===== src/rtl/nn_result_serializer.sv =====
// Snapshots the output neuron's loss and final result, then streams them as a
// byte frame: header, payload bytes LSB first, XOR checksum.
module nn_result_serializer #(
  parameter int          LOSS_W  = 46,
  parameter int          FINAL_W = 23,
  parameter logic [7:0]  HDR     = 8'hA5
) (
  input  logic               clk_i,
  input  logic               rst_i,
  input  logic               en_i,
  input  logic               cap_i,
  input  logic [LOSS_W-1:0]  loss_i,
  input  logic [FINAL_W-1:0] final_i,
  output logic [7:0]         byte_o,
  output logic               byte_valid_o,
  input  logic               byte_ready_i,
  output logic               busy_o,
  output logic               done_o,
  output logic               overrun_o
);

  localparam int PAY_W  = LOSS_W + FINAL_W;
  localparam int NBYTES = (PAY_W + 7) / 8;
  localparam int PAD_W  = NBYTES * 8;
  localparam int IDX_W  = $clog2(NBYTES);
  localparam logic [IDX_W-1:0] LAST_IDX = IDX_W'(NBYTES - 1);

  typedef enum logic [1:0] {ST_IDLE, ST_HDR, ST_DATA, ST_CSUM} state_t;

  state_t             state_r;
  logic [PAD_W-1:0]   payload_r;
  logic [IDX_W-1:0]   idx_r;
  logic [7:0]         csum_r;
  logic [7:0]         byte_r;
  logic               valid_r;
  logic               busy_r;
  logic               done_r;
  logic               overrun_r;

  logic               xfer_s;
  logic               cap_req_s;

  function automatic logic [PAD_W-1:0] pack_payload(input logic [LOSS_W-1:0]  loss,
                                                    input logic [FINAL_W-1:0] fin);
    logic [PAD_W-1:0] p;
    p            = {PAD_W{1'b0}};
    p[PAY_W-1:0] = {fin, loss};
    return p;
  endfunction

  function automatic logic [7:0] payload_byte(input logic [PAD_W-1:0] p,
                                              input logic [IDX_W-1:0] k);
    return p[{k, 3'b000} +: 8];
  endfunction

  function automatic logic [7:0] csum_update(input logic [7:0] c, input logic [7:0] b);
    return c ^ b;
  endfunction

  assign xfer_s    = valid_r && byte_ready_i;
  assign cap_req_s = en_i && cap_i;

  // Frame sequencer; every output is a register updated here.
  always_ff @(posedge clk_i or negedge rst_i) begin
    if (!rst_i) begin
      state_r   <= ST_IDLE;
      payload_r <= {PAD_W{1'b0}};
      idx_r     <= {IDX_W{1'b0}};
      csum_r    <= 8'h00;
      byte_r    <= 8'h00;
      valid_r   <= 1'b0;
      busy_r    <= 1'b0;
      done_r    <= 1'b0;
      overrun_r <= 1'b0;
    end else begin
      done_r <= 1'b0;
      case (state_r)
        ST_IDLE: begin
          if (cap_req_s) begin
            payload_r <= pack_payload(loss_i, final_i);
            csum_r    <= HDR;
            idx_r     <= {IDX_W{1'b0}};
            byte_r    <= HDR;
            valid_r   <= 1'b1;
            busy_r    <= 1'b1;
            state_r   <= ST_HDR;
          end else begin
            byte_r  <= 8'h00;
            valid_r <= 1'b0;
            busy_r  <= 1'b0;
          end
        end
        ST_HDR: begin
          if (cap_req_s) overrun_r <= 1'b1;
          if (xfer_s) begin
            byte_r  <= payload_byte(payload_r, {IDX_W{1'b0}});
            state_r <= ST_DATA;
          end
        end
        ST_DATA: begin
          if (cap_req_s) overrun_r <= 1'b1;
          if (xfer_s) begin
            csum_r <= csum_update(csum_r, byte_r);
            if (idx_r == LAST_IDX) begin
              byte_r  <= csum_update(csum_r, byte_r);
              state_r <= ST_CSUM;
            end else begin
              idx_r  <= idx_r + IDX_W'(1);
              byte_r <= payload_byte(payload_r, idx_r + IDX_W'(1));
            end
          end
        end
        ST_CSUM: begin
          if (xfer_s) begin
            done_r <= 1'b1;
            // A capture coinciding with the checksum transfer starts the next frame directly.
            if (cap_req_s) begin
              payload_r <= pack_payload(loss_i, final_i);
              csum_r    <= HDR;
              idx_r     <= {IDX_W{1'b0}};
              byte_r    <= HDR;
              state_r   <= ST_HDR;
            end else begin
              byte_r  <= 8'h00;
              valid_r <= 1'b0;
              busy_r  <= 1'b0;
              state_r <= ST_IDLE;
            end
          end else if (cap_req_s) begin
            overrun_r <= 1'b1;
          end
        end
        default: begin
          state_r <= ST_IDLE;
          byte_r  <= 8'h00;
          valid_r <= 1'b0;
          busy_r  <= 1'b0;
        end
      endcase
    end
  end

  assign byte_o       = byte_r;
  assign byte_valid_o = valid_r;
  assign busy_o       = busy_r;
  assign done_o       = done_r;
  assign overrun_o    = overrun_r;

endmodule


===== config.mk =====
export PLATFORM = sky130hd
export DESIGN_NAME = nn_result_serializer
export DESIGN_NICKNAME = d
export VERILOG_FILES = /design/src/rtl/nn_result_serializer.sv
export SDC_FILE = /design/constraint.sdc
export NUM_CORES = 1
export LEC_CHECK = 0
export CORE_AREA = 4 4 70 136
export CTS_CLUSTER_SIZE = 40
export DETAILED_ROUTE_END_ITERATION = 10
export DIE_AREA = 0 0 74 140
export MAX_ROUTING_LAYER = met4
export PLACE_DENSITY = 0.82
export SYNTH_ARGS = -nofsm -noshare
export SYNTH_HDL_FRONTEND = slang
export SYNTH_SLANG_ARGS = --single-unit

===== constraint.sdc =====
create_clock -name clk_i -period 7.3 [get_ports clk_i]
set_input_delay 0.73 -clock clk_i [delete_from_list [all_inputs] [get_ports clk_i]]
set_output_delay 0.73 -clock clk_i [all_outputs]
set_load 0.05 [all_outputs]

Word level (Yosys, flattened, before mapping)
Index checks and enable logic that the tools add are counted.
{ "word_totals": {"regBits": 97} }
{ "classes": {"mux": 34, "n_eq_ne": 12, "n_shift": 1, "bitwise": 1, "n_addsub": 1, "reduce_logical": 14} }
{ "ops": {"columns": ["cell", "n"], "rows": [
  ["two-way mux 72 bit", 2],
  ["case mux 72 bit (2 select lines)", 1],
  ["indexed part select 72 x 8 -> 8 bit", 1],
  ["two-way mux 8 bit", 8],
  ["case mux 8 bit (4 select lines)", 1],
  ["case mux 8 bit (3 select lines)", 1],
  ["two-way mux 4 bit", 4],
  ["!= test 2 bit, second input constant", 8],
  ["case mux 4 bit (3 select lines)", 1],
  ["two-way mux 2 bit", 5],
  ["AND reduction 3 bit", 3],
  ["two-way mux 1 bit", 8],
  ["case mux 2 bit (4 select lines)", 1],
  ["bitwise XOR 8 bit", 1],
  ["AND reduction 5 bit", 1],
  ["adder 4 x 1 -> 4 bit, second input constant", 1],
  ["equality test 2 bit, second input constant", 2],
  ["equality test 4 bit, second input constant", 1],
  ["case mux 1 bit (2 select lines)", 2],
  ["AND reduction 2 bit", 2],
  ["AND reduction 4 bit", 1],
  ["nonzero test 2 bit", 2],
  ["nonzero test 3 bit", 1],
  ["equality test 2 x 1 -> 1 bit, second input constant", 1],
  ["other kinds (3)", 4]
]} }

Longest topological paths before layout
Gate-level depths: netlist of run 1.
{ "logic_depth": {"ltp_word": 5, "depth_mapped": 9, "depth_no_buf": 7} }

Worst setup path before layout of run 1
Ideal clock, no wire load.
{ "synth_path": {"path_kind": "register -> register", "start": "reg idx_r[0]", "end": "reg byte_r[6], in the netlist byte_o[6]", "stages_incl_launch_ff": 10, "period_less_slack_ps": 2304, "required_ps": 7168, "setup_slack_ps": 4996, "t_arrival_ps": 2172, "cell_sequence": "dfrtp_1 buf_2 inv_2 ha_1 buf_2 buf_6 mux4_1 mux2_2 nand3_1 o211ai_1"} }
{ "synth_between": {"elab_chain_cells": 5} }
{ "synth_rtl": {"columns": ["item", "line_no", "rtl"], "rows": [
  ["from (decl)", "32", "logic [IDX_W-1:0] idx_r;"],
  ["from (signal assigned)", "68", "idx_r <= {IDX_W{1'b0}};"],
  ["from (signal assigned)", "82", "idx_r <= {IDX_W{1'b0}};"],
  ["from (signal assigned)", "108", "idx_r <= idx_r + IDX_W'(1);"],
  ["adder 4 x 1 -> 4 bit", "109", "byte_r <= payload_byte(payload_r, idx_r + IDX_W'(1));"],
  ["indexed part select 72 x 8 -> 8 bit", "53", "return p[{k, 3'b000} +: 8];"],
  ["two-way mux 8 bit (*)", "104", "if (idx_r == LAST_IDX) begin"],
  ["two-way mux 8 bit (*)", "102", "if (xfer_s) begin"],
  ["case mux 8 bit (4 select lines) (*)", "77", "case (state_r)"],
  ["to (signal assigned)", "96", "byte_r <= payload_byte(payload_r, {IDX_W{1'b0}});"],
  ["to (signal assigned)", "105", "byte_r <= csum_update(csum_r, byte_r);"],
  ["to (signal assigned)", "109", null],
  ["to (decl)", "34", "logic [7:0] byte_r;"]
]} }
Every way passes the cells marked *; elsewhere a longest branch is shown, timed or not. The select of a mux whose other input is x is not followed.
A chain may end at the register's enable or synchronous reset.

Worst setup path in the final report of run 1
{ "layout_path": {"start": "reg idx_r[0]", "end": "reg byte_r[4], in the netlist byte_o[4]"} }
The elaborated chain is that of the path after synthesis.

==> results of run 1 <==
-- stage by stage --
stage	worst slack, ps	power, W
3_5_place_dp	4180	0.00197
4_1_cts	4290	0.00244
5_1_grt	4030	0.00257
3_3_place_gp	4300	0.00191
6_report	4270	0.00243
2_1_floorplan	5000	0.00167
-- state kept, by name, summed over array words and instances, names as in the netlist --
register   count
byte_o         8
idx_r          4
done_o         1
overrun_o      1
state_r        2
payload_r     69
busy_o         1
csum_r         8
-- critical path, stage by stage, from the launching register on --
cell and delay (ps):
sky130_fd_sc_hd__dfrtp_1 540, sky130_fd_sc_hd__inv_2 160, sky130_fd_sc_hd__ha_1 840, sky130_fd_sc_hd__mux4_1 650, sky130_fd_sc_hd__mux2_2 290, sky130_fd_sc_hd__a221oi_1 340
sky130_fd_sc_hd__nor2_1 80
-- layer usage --
metal  vias up  share of wire [%]
met5         -                  0
met4         0                4.0
met3        29                4.6
met2       116                 57
met1      1621                 35
li1       1499                  -
-- final timing paths --
path,endpoint,slack [ps],cells after the start
worst min register to register,overrun_o$_DFFE_PN0P_,490,2
max in group asynchronous,payload_r[21]$_DFFE_PN0P_,5840,2
worst min-delay path,overrun_o$_DFFE_PN0P_,290,1
min in group clk_i,overrun_o$_DFFE_PN0P_,490,2
worst max register to register,byte_o[4]$_DFFE_PN0P_,4270,6
worst max-delay path,byte_o[4]$_DFFE_PN0P_,4270,6
-- power groups by stage --
stage	Sequential [W]	Combinational, W	Clock (W)
floorplan	0.000954	0.000716	0
detailed placement	0.000951	0.00102	0
CTS	0.000944	0.00103	0.000457
global route	0.000975	0.00112	0.000479
finish	0.000947	0.00103	0.000449
global placement	0.000930	0.000979	0
-- cells by family after synthesis --
group	share of synthesized area, %
simple gates	6.70
mux	27.0
buf+inv	3.01
flops	51.0
compound gates	8.58
xor+xnor	1.49
fa+ha+maj	2.17
-- placed cells by master (no fill, tap or decap), types with 9 or more instances in the layout --
cell and count:
sky130_fd_sc_hd__nand2_1 22, sky130_fd_sc_hd__mux2_2 75, sky130_fd_sc_hd__o21ai_0 22, sky130_fd_sc_hd__clkdlybuf4s50_1 84, sky130_fd_sc_hd__mux4_1 12, sky130_fd_sc_hd__nor2_1 21
sky130_fd_sc_hd__clkbuf_16 9, sky130_fd_sc_hd__a21oi_1 13, sky130_fd_sc_hd__dfrtp_1 94
-- layout make-up --
| cell class | instances | area share (%) |
|---|---|---|
| sequential | 94 | 40.7 |
| multi-input combinational | 239 | 36.7 |
| timing repair buffer | 87 | 14.9 |
| clock buffer | 15 | 4.97 |
| tap | 100 | 2.16 |
| inverter | 9 | 0.584 |
==> impl_metrics.yaml, run 1 <==
cells_and_area:
  syn2layout_area_growth_pct: 25.5
  post-route-util_pct: 67.4
  final_area_mm2: 0.00579
  num_antenna_cells: 0
  layout-drive-gt1-share_pct: 21.6
  instances_no_fill: 544
  area_of_combinational_cells_with_multiple_inputs_mm2: 0.00212
  num-nets-final: 522
  fillers: 652
  final-seq-area_mm2: 0.00235
clocking:
  clk_latency_ps: 340
  tritoncts_num_sinks: 94
  tritoncts: "built"
  clk_pin_slew_ps: 60
  cts_post_setup_buffers_inserted: 0
  cts.htree.levels: 3
  cell_chosen_for_the_clock_root: "sky130_fd_sc_hd__clkbuf_16"
  cts_hold_buf: 0
  cts_resized: 0
  cts-root-to-sink-buffers: 2
  cts_inserted_buffers: 9
global_routing:
  grt_util_met1_pct: 24.8
  global_route.usage.met2_pct: 41.3
  grtUsageMet3_pct: 4.45
  grt_busiest_layer: "met2"
  grt_remaining_overflow: 0
  grt_pass1_wl_um: 17900
  globalRouteTotalUtil_pct: 23.9
  antenna_found_initial: 0
  via_count_of_the_first_global_routing_pass: 3580
  pin_count_of_the_biggest_net_entering_global_routing: 70
synthesis:
  synthFlopType: "sky130_fd_sc_hd__dfrtp_1"
  synth-seq-area-share_pct: 51.0
  post_synth_instance_area_mm2: 0.00461
  ys_types: 44
  post_synth_main_area_contributors: "sky130_fd_sc_hd__dfrtp_1 51%, sky130_fd_sc_hd__mux2_2 18%, sky130_fd_sc_hd__mux4_1 6.8%, sky130_fd_sc_hd__o21ai_0 2.4%, sky130_fd_sc_hd__ha_1 2.2%"
  synth.most_common_cell: "sky130_fd_sc_hd__dfrtp_1"
  synth_seq_cells: 94
  post-synth-top-area-cell: "sky130_fd_sc_hd__dfrtp_1"
  avgSynthCellArea_um2: 12.8
  syn_nets: 442
  synth.top_cells.by_count: "94 x sky130_fd_sc_hd__dfrtp_1, 75 x sky130_fd_sc_hd__mux2_2, 22 x sky130_fd_sc_hd__nand2_1, 22 x sky130_fd_sc_hd__o21ai_0, 21 x sky130_fd_sc_hd__nor2_1"
  yosys.area.top_type_share_pct: 51.0
  synth_enable_flop_cells: 0
  synthCells: 360
  yosysWarningCount: 0
  synth-async-reset-ratio_pct: 100
floorplan:
  die_height_um: 140
  pin_count: 86
  die_area_mm2: 0.0104
  effective_utilization_at_floorplan_pct: 53.7
  fp.dieW_um: 74
  core_area_mm2: 0.00859
  std_cell_rows: 48
timing:
  report.final.setup_viol: 0
  timing.max_slew.rel_slack_pct: 26.2
  totalNegativeSetupSlack_ps: 0
  final.hold.worst_slack_ps: 288
  maxClockFrequency_mhz: 330
  setup_repair_after_global_routing_missed_its_margin: "no"
  slew_violations: 0
  min_period_ps: 3030
  worst_clock_skew_ps: 7.01
  final_min_period_over_clock_period_pct: 41.5
  hold_violations_final: 0
  tightest_slew_ps: 1100
critical_path:
  cp_data_arrival_time_ps: 3240
  cp-end-kind: "flop"
  critical_path.startpoint_type: "flop"
  worst_path_maximum_fanout: 18
  rr_startpoint: "idx_r[0]$_DFFE_PN0P_"
  worst_setup_path_startpoint: "idx_r[0]$_DFFE_PN0P_"
  timing_worst_setup_path_type: "reg2reg"
  crit_required_ps: 7520
power_and_ir_drop:
  power_report.internal_total_w: 0.00155
  power.static_leakage_nw: 2.36
  power.density_cell_area_mw_per_mm2: 420
  pwr-share-seq_pct: 39.0
  swShare_pct: 36.1
  ir_drop_uv: 219
  net-switching-power_w: 0.000878
  pwr-share-clk_pct: 18.5
  combinationalPowerShare_pct: 42.6
detailed_routing:
  drt_iter0_markers: 276
  detail_route.drc_violations: 0
  drt_first_pass_iters: 4
  drt-total-wl_um: 11100
  detail_route.wl_per_cell_um: 20.5
  ant_nets: 0
  avgViaCountPerCell: 6.00
  dr_total_vias: 3265
placed_design:
  portBuffers: 85
  gp_congestion: 0.970
  post-place-cells: 529
  placed_area_mm2: 0.00550
  post-dp-hpwl_um: 8220
job:
  drv.max_cap_violation_count: 0
outcome:
  status: "complete, no violations"
min_path:
  hold_class: "in2async"
Note: power is estimated with default switching activity, not from simulation.
==> run 2, diff against run 1 <==
--- a/config.mk
+++ b/config.mk
@@ -5,12 +5,12 @@
 export SDC_FILE = /design/constraint.sdc
 export NUM_CORES = 1
 export LEC_CHECK = 0
-export CORE_AREA = 4 4 70 136
+export CORE_AREA = 4 4 76 148
 export CTS_CLUSTER_SIZE = 40
 export DETAILED_ROUTE_END_ITERATION = 10
-export DIE_AREA = 0 0 74 140
+export DIE_AREA = 0 0 80 152
 export MAX_ROUTING_LAYER = met4
-export PLACE_DENSITY = 0.82
+export PLACE_DENSITY = 0.74
 export SYNTH_ARGS = -nofsm -noshare
 export SYNTH_HDL_FRONTEND = slang
 export SYNTH_SLANG_ARGS = --single-unit
==> constraint.sdc (replaced) <==
create_clock -name clk_i -period 2.6 [get_ports clk_i]
set_input_delay 0.26 -clock clk_i [delete_from_list [all_inputs] [get_ports clk_i]]
set_output_delay 0.26 -clock clk_i [all_outputs]
set_load 0.05 [all_outputs]
==> run 2 against run 1 <==
Clock-buffer cell count is 6 lower; utilization is 8.9 points lower; largest power group unchanged; clock power grew to 2.8 times the previous value; clock skew is 0.83 ps lower.
==> impl_metrics.yaml, run 2 (synthesized netlist as in run 1, its figures left out) <==
timing:
  min_period_ps: 2270
  maxClockFrequency_mhz: 441
  worst_clock_skew_ps: 6.18
  report.final.setup_viol: 0
  hold_violations_final: 0
  setup_repair_after_global_routing_missed_its_margin: "no"
  slew_violations: 0
  postLayoutSetupSlackWorst_ps: 333
  totalNegativeSetupSlack_ps: 0
  final.hold.worst_slack_ps: 495
  timing.max_slew.rel_slack_pct: 53.6
  final_min_period_over_clock_period_pct: 87.2
  tightest_slew_ps: 697
floorplan:
  fp.dieW_um: 80
  core_area_mm2: 0.0101
  std_cell_rows: 52
  pin_count: 86
  die_height_um: 152
  die_area_mm2: 0.0122
  effective_utilization_at_floorplan_pct: 45.4
global_routing:
  grt_pass1_wl_um: 17200
  grt_remaining_overflow: 0
  antenna_found_initial: 0
  via_count_of_the_first_global_routing_pass: 3459
  pin_count_of_the_biggest_net_entering_global_routing: 70
  globalRouteTotalUtil_pct: 18.7
critical_path:
  destination_of_the_worst_register_to_register_timing_path: "byte_o[4]$_DFFE_PN0P_"
  critical_path.startpoint_type: "flop"
  timing.critical_path.cells: "inv_1, ha_1, buf_4, mux4_1, mux2_2, a221oi_1, nor2_1"
  rr_startpoint: "idx_r[1]$_DFFE_PN0P_"
  crit_required_ps: 2830
  timing_worst_setup_path_type: "reg2reg"
  cp_data_arrival_time_ps: 2500
  crit_slowest_cell: "sky130_fd_sc_hd__mux4_1"
  critical_path.endpoint: "byte_o[4]$_DFFE_PN0P_"
  critical_path.max_stage_delay_ps: 540
  cell_count_of_the_worst_reg_to_reg_path: 7
  worst_path_maximum_fanout: 5
  reg2reg_slack_ps: 330
  worst_setup_path_startpoint: "idx_r[1]$_DFFE_PN0P_"
  cp-end-kind: "flop"
outcome:
  status: "complete, no violations"
clocking:
  tritoncts_num_sinks: 94
  cts.htree.levels: 3
  tritoncts: "built"
  cell_chosen_for_the_clock_root: "sky130_fd_sc_hd__clkbuf_16"
  cts-root-to-sink-buffers: 2
  cts_inserted_buffers: 9
  clk_pin_slew_ps: 70
  clk_latency_ps: 350
detailed_routing:
  detail_route.wl_per_cell_um: 17.6
  dr_total_vias: 3187
  ant_nets: 0
  drt_first_pass_iters: 4
  drt_iter0_markers: 189
  detail_route.drc_violations: 0
  drt-total-wl_um: 10400
  avgViaCountPerCell: 5.40
cells_and_area:
  syn2layout_area_growth_pct: 28.7
  num_antenna_cells: 0
  largest_reg_flops: 69
  num-nets-final: 532
  layout-drive-gt1-share_pct: 23.7
  commonest_non_fill_non_tap_cell_in_the_layout: "sky130_fd_sc_hd__dfrtp_1"
  top_library_cells_by_usage_in_the_layout_fill_and_taps_aside: "94 x sky130_fd_sc_hd__dfrtp_1, 84 x sky130_fd_sc_hd__clkdlybuf4s50_1, 75 x sky130_fd_sc_hd__mux2_2"
  final_area_mm2: 0.00593
  regMostFlops: "payload_r"
  post-route-util_pct: 58.5
job:
  drv.max_cap_violation_count: 0
power_and_ir_drop:
  net-switching-power_w: 0.00249
  combinationalPowerShare_pct: 43.1
  power_report.internal_total_w: 0.00435
  power.static_leakage_nw: 2.42
  swShare_pct: 36.4
  pwr-share-seq_pct: 38.4
  power.density_cell_area_mw_per_mm2: 1150
  pwr-share-clk_pct: 18.5
  ir_drop_uv: 573
placed_design:
  placed_area_mm2: 0.00563
  place_worst_setup_slack_ps: 377
  post-dp-hpwl_um: 7960
  portBuffers: 85
  gp_congestion: 0.799
min_path:
  hold_class: "in2async"
==> run 2: cell types whose count changed in the layout (fill, tap and decap cells not counted), sizes merged <==
cell,before,now
dlygate4sd3,0,1
clkinv,0,2
inv,9,14
clkbuf,15,9
buf,3,12
==> run 2: worst max-delay path, delay by kind of cell, from the launching register on <==
family                   cells  cell delay (ps)
AND/OR/NAND/NOR              1               70
flip-flops                   1              420
buffers and inverters        2              230
adder cells (fa/ha/maj)      1              340
AO/OA/AOI/OAI                1              270
multiplexers                 2              820
==> run 2: routing by layer <==
layer	share of wire (%)	track usage, %	vias to the layer above	wire length, um
li1	-	-	1518	-
met1	37	20.7	1572	3840
met2	56	32.1	78	5820
met3	4.0	2.67	19	421
met4	3.1	9.02	0	319
met5	0	-	-	0
==> run 2: stage by stage <==
step	power, W	std cells
after detailed placement	0.00560	573
final	0.00684	590
after floorplan	0.00469	360
after CTS	0.00690	590
after global routing	0.00727	590
after global placement	0.00548	573
==> run 2: cell type report <==
class | count | area, um^2
fill | 880 | 4220
sequential | 94 | 2350
multi-input combinational | 239 | 2120
timing repair buffer | 97 | 966
clock buffer | 9 | 225
tap | 135 | 169
clock inverter | 7 | 63.8
inverter | 9 | 33.8
==> run 2: power groups by stage <==
stage / clock (W) / combinational [W] / sequential (W)
after global placement: 0 / 0.00286 / 0.00262
after global routing: 0.00135 / 0.00321 / 0.00272
after CTS: 0.00130 / 0.00297 / 0.00263
after floorplan: 0 / 0.00201 / 0.00268
final: 0.00126 / 0.00295 / 0.00263
after detailed placement: 0 / 0.00295 / 0.00265
==> run 2: how the worst min path moves through the flow <==
stage | cells past startpoint | slack [ps] | to | from
after floorplan | 0 | -40 | busy_o$_DFFE_PN0P_ | rst_i
after global placement | 1 | 340 | payload_r[12]$_DFFE_PN0P_ | rst_i
after detailed placement | 1 | 360 | payload_r[12]$_DFFE_PN0P_ | rst_i
after CTS | 2 | 510 | overrun_o$_DFFE_PN0P_ | overrun_o$_DFFE_PN0P_
after global routing | 1 | 510 | payload_r[17]$_DFFE_PN0P_ | payload_r[17]$_DFFE_PN0P_
final | 2 | 500 | payload_r[49]$_DFFE_PN0P_ | rst_i
==> run 2: what timing repair did <==
action,4_1_cts,5_1_grt
gates resized for setup,0,0
buffers inserted,0,0
hold buffers,1,0
hold endpoints to repair,52,0
